`src/rtl/pl_if_stage.sv`:
```
// pl_if_stage: instruction fetch stage owning the PC and the IF/ID pipeline register
module pl_if_stage #(
  parameter logic [31:0] RESET_PC  = 32'h0000_0000,
  parameter logic [31:0] NOP_INSTR = 32'h0000_0013
) (
  input  logic        clk,
  input  logic        rstn,
  input  logic        stall,
  input  logic        redirect,
  input  logic [31:0] redirect_pc,
  output logic [31:0] imem_addr,
  input  logic [31:0] imem_rdata,
  output logic        ifid_valid,
  output logic [31:0] ifid_pc,
  output logic [31:0] ifid_pc4,
  output logic [31:0] ifid_instr,
  output logic [31:0] fetch_count
);
  logic [31:0] pc_q, pc_d, ifid_pc_q, ifid_pc_d, ifid_pc4_q, ifid_pc4_d;
  logic [31:0] ifid_instr_q, ifid_instr_d, fetch_count_q, fetch_count_d;
  logic        ifid_valid_q, ifid_valid_d, adv;
  // next state: redirect beats stall, a plain fetch advances everything
  always_comb begin
    adv           = !redirect && !stall;
    pc_d          = redirect ? {redirect_pc[31:2], 2'b00} : adv ? pc_q + 32'd4 : pc_q;
    ifid_pc_d     = adv ? pc_q : ifid_pc_q;
    ifid_pc4_d    = adv ? pc_q + 32'd4 : ifid_pc4_q;
    ifid_instr_d  = redirect ? NOP_INSTR : adv ? imem_rdata : ifid_instr_q;
    ifid_valid_d  = redirect ? 1'b0 : adv ? 1'b1 : ifid_valid_q;
    fetch_count_d = adv ? fetch_count_q + 32'd1 : fetch_count_q;
  end
  // state registers with synchronous reset taking priority
  always_ff @(posedge clk) begin
    if (rstn) begin
      pc_q          <= RESET_PC;
      ifid_pc_q     <= 32'd0;
      ifid_pc4_q    <= 32'd4;
      ifid_instr_q  <= NOP_INSTR;
      ifid_valid_q  <= 1'b0;
      fetch_count_q <= 32'd0;
    end else begin
      pc_q          <= pc_d;
      ifid_pc_q     <= ifid_pc_d;
      ifid_pc4_q    <= ifid_pc4_d;
      ifid_instr_q  <= ifid_instr_d;
      ifid_valid_q  <= ifid_valid_d;
      fetch_count_q <= fetch_count_d;
    end
  end
  assign imem_addr   = pc_q;
  assign ifid_pc     = ifid_pc_q;
  assign ifid_pc4    = ifid_pc4_q;
  assign ifid_instr  = ifid_instr_q;
  assign ifid_valid  = ifid_valid_q;
  assign fetch_count = fetch_count_q;
endmodule

```
`config.mk`:
```
export PLATFORM = sky130hd
export DESIGN_NAME = pl_if_stage
export DESIGN_NICKNAME = d
export VERILOG_FILES = /design/src/rtl/pl_if_stage.sv
export SDC_FILE = /design/constraint.sdc
export NUM_CORES = 1
export LEC_CHECK = 0
export ABC_AREA = 1
export CAP_MARGIN = 20
export CORE_MARGIN = 2
export CORE_UTILIZATION = 45
export CTS_BUF_LIST = sky130_fd_sc_hd__clkbuf_4 sky130_fd_sc_hd__clkbuf_8 sky130_fd_sc_hd__clkbuf_16
export CTS_CLUSTER_SIZE = 25
export DETAILED_ROUTE_END_ITERATION = 10
export PLACE_DENSITY = 0.76
export SETUP_SLACK_MARGIN = 0.4
export SYNTH_ARGS = -nofsm -noshare
export SYNTH_HDL_FRONTEND = slang
export SYNTH_SLANG_ARGS = --single-unit
```
`constraint.sdc`:
```
create_clock -name clk -period 3.8 [get_ports clk]
set_input_delay 0.95 -clock clk [delete_from_list [all_inputs] [get_ports clk]]
set_output_delay 0.95 -clock clk [all_outputs]
set_load 0.005 [all_outputs]
```
==> flow_metrics.env <==
export IMPL_antenna_found_initial=0
export IMPL_holdBufCountCts=0
export IMPL_critPathRequiredTime_ns=4.11
export IMPL_min_period_ns=2.59
export IMPL_areaGrowthSynthToFinish_pct=42.7
export IMPL_dp_cells=1389
export IMPL_path_max_fanout=23
export IMPL_hold_class="register to register"
export IMPL_initial_utilization_pct=45.7
export IMPL_outcome="complete, no violations"
export IMPL_grt_pass1_vias=6455
export IMPL_die_w_microns=128
export IMPL_syn_inst=1016
export IMPL_slew_headroom_pct=57.3
export IMPL_insertion_delay_ns=0.42
export IMPL_dieHeight_microns=128
export IMPL_drc=0
export IMPL_hold_viol=0
export IMPL_maxClockFrequency_mhz=385
export IMPL_mappedNetlistArea_sq_um=6900
export IMPL_dp_slack_ns=0.747
export IMPL_cp_top_family="simple AND/OR/NAND/NOR gates"
export IMPL_ant_nets=0
export IMPL_grt_ovfl_total=0
export IMPL_cts_max_level=4
export IMPL_drive_gt1_share_pct=4.87
export IMPL_critPathSlowestCell="clkdlybuf4s50_1"
export IMPL_p_leak_nw=3.80
export IMPL_r2r_end="imem_addr[14]"
export IMPL_wl_per_cell_microns=14.4
export IMPL_p_per_area_nw_per_um2=404
export IMPL_ir_worst_vdd_mv=0.296
export IMPL_maxSlewViolCount=0
export IMPL_antenna_cells=0
export IMPL_yosys_cell_types_count=34
export IMPL_final_common_cell="nand2_1"
export IMPL_reg2reg_from="imem_addr[2]"
export IMPL_period_share_pct=68.3
export IMPL_fin_util_pct=65.3
export IMPL_ys_seq_area_share_pct=45.0
export IMPL_synth_edf_count=0
export IMPL_ys_async_sr_fraction_pct=0
export IMPL_holdPathStages=2
export IMPL_portBuffers=220
export IMPL_grt_max_degree=57
export IMPL_finalInstanceArea_sq_um=9850
export IMPL_routed_wl_mm=20.5
export IMPL_layout_common_cells="246 x nand2_1, 219 x clkdlybuf4s50_1, 172 x nor2_1"
export IMPL_gp_congestion=0.956
export IMPL_path_class="primary input to register"
export IMPL_ff2ff_setup_slack_ns=1.65
export IMPL_synthFlopType="dfxtp_1"
export IMPL_clk_pin_slew_worst_paths_ns=0.06
export IMPL_die_area_sq_um=16300
export IMPL_layout_nets=1290
export IMPL_cts_tree="yes"
export IMPL_vias_per_cell=5.11
export IMPL_fin_ws_ns=1.21
export IMPL_yosys_register_bits=155
export IMPL_cts_sinks=155
export IMPL_fin_cells=1421
export IMPL_avgSynthCellArea_sq_um=6.79
export IMPL_core_sq_um=15100
export IMPL_hp_start="ifid_instr[0]"
export IMPL_register_area_sq_um=3100
export IMPL_worst_hold_path_endpoint="ifid_instr[0]"
export IMPL_cts_buffer_depth=2
export IMPL_drt_initial_drc_count=577
export IMPL_via_count=7258
export IMPL_dr_pass1_iters=6
export IMPL_setup_viol=0
export IMPL_ff2ff_path_depth=8
export IMPL_cts_setup_buffers=0
export IMPL_ctsResizeCount=0
export IMPL_cp_buffers_inverters=2
export IMPL_placed_cell_area_sq_um=9210
export IMPL_hpwl_mm=14.4
export IMPL_fin_setup_tns_ns=0
export IMPL_ys_warn_count=0
export IMPL_worst_pin_slew_ns=0.640
export IMPL_cp_common_cell="nand2_4"
export IMPL_grt_usage_pct=25.3
export IMPL_fillCellCount=1339
export IMPL_slowest_delay_ns=0.43
export IMPL_rsz0062_at_grt="false"
export IMPL_cp_arrival_ns=2.91
export IMPL_io_pins=229
export IMPL_finClkSkew_ns=0.00612
export IMPL_grt_pass1_wl_mm=32.8
export IMPL_path_cells="clkdlybuf4s50_1 -> inv_2 -> nand2_4 -> nor2_8 -> nand2_4 -> nor3_4 -> nand2_2 -> o21ai_0 -> nor2_1"
export IMPL_std_cell_rows=45
export IMPL_end_kind="register"
export IMPL_cts_buffers=17
export IMPL_maxCapViolCount=0
export IMPL_multi_input_area_sq_um=3220
export IMPL_startpoint_type="primary input"
export IMPL_root_buffer="clkbuf_16"
==> worst max-delay path by stage <==
stage | startpoint | to | slack [ns] | cells past startpoint
after global routing | stall | fetch_count[29] | 0.99 | 9
after global placement | stall | fetch_count[29] | 0.81 | 9
final | stall | fetch_count[29] | 1.21 | 9
after floorplan | redirect | fetch_count[29] | 1.73 | 9
after CTS | stall | fetch_count[29] | 1.19 | 9
after detailed placement | stall | fetch_count[29] | 0.75 | 9
==> synth_stat cells (4+ instances only) <==
master	count	area, sq um
o21ai_1	4	20.0
buf_2	12	60.1
nand4_1	8	50.1
inv_1	97	364
nor3_1	6	30.0
clkbuf_1	29	109
nand2_1	246	923
a21oi_1	96	480
nand3_1	41	205
nor2_1	173	649
o21ai_0	96	480
xor2_1	7	61.3
a31oi_1	7	43.8
o21a_1	5	37.5
dfxtp_1	155	3100
buf_4	7	52.6
nor2_2	4	25.0
==> per-stage QoR <==
| stage | hold WS [ns] | total power [mW] |
|---|---|---|
| final | 0.456 | 3.98 |
| after CTS | 0.461 | 4.00 |
| after floorplan | 0.453 | 1.94 |
| after detailed placement | 0.448 | 2.18 |
| after global placement | 0.437 | 2.18 |
| after global routing | 0.493 | 4.12 |
==> power breakdown <==
group / internal, mW / leakage [nW] / switching, mW
Sequential: 1.69 / 1.27 / 0.0546
Combinational: 0.219 / 2.22 / 0.186
Clock: 1.12 / 0.307 / 0.708
==> cell type report <==
cell class	count	share of cell area [%]
clock buffers	18	4.46
clock inverters	14	1.97
inverters	101	3.86
multi-input cells	716	32.7
flip-flops and latches	155	31.5
well taps	188	2.39
repair buffers	229	23.1
==> worst reg2reg max path: stages, from the launching register on <==
cell     delay (ns)
dfxtp_1        0.45
ha_1           0.29
nand2_1        0.10
nor2_1         0.25
nand2_1        0.20
nor2_1         0.35
a21oi_1        0.12
o21ai_0        0.15
a21oi_1        0.12
==> metal layers <==
metal | wire [microns] | vias up | global-route usage, %
met4 | 516 | 0 | 9.50
met3 | 1500 | 34 | 7.10
met2 | 9160 | 269 | 38.9
li1 | - | 3650 | -
met1 | 9320 | 3305 | 33.8
met5 | 0 | - | 0
==> sequential cells by signal (all words and copies together) (netlist names) <==
register / flops
ifid_valid: 1
ifid_pc4: 30
ifid_instr: 32
ifid_pc: 30
fetch_count: 32
imem_addr: 30
==> logic make-up after synthesis <==
family | synth area share, %
DFF | 45.0
xor gates and xnor gates | 1.14
AOI/OAI and AO/OA | 15.6
buffers and inverters | 8.78
adders and majority gates | 0.363
and+or+nand+nor | 29.1
other | 0.0543
Power figures use the tool's default switching activity.
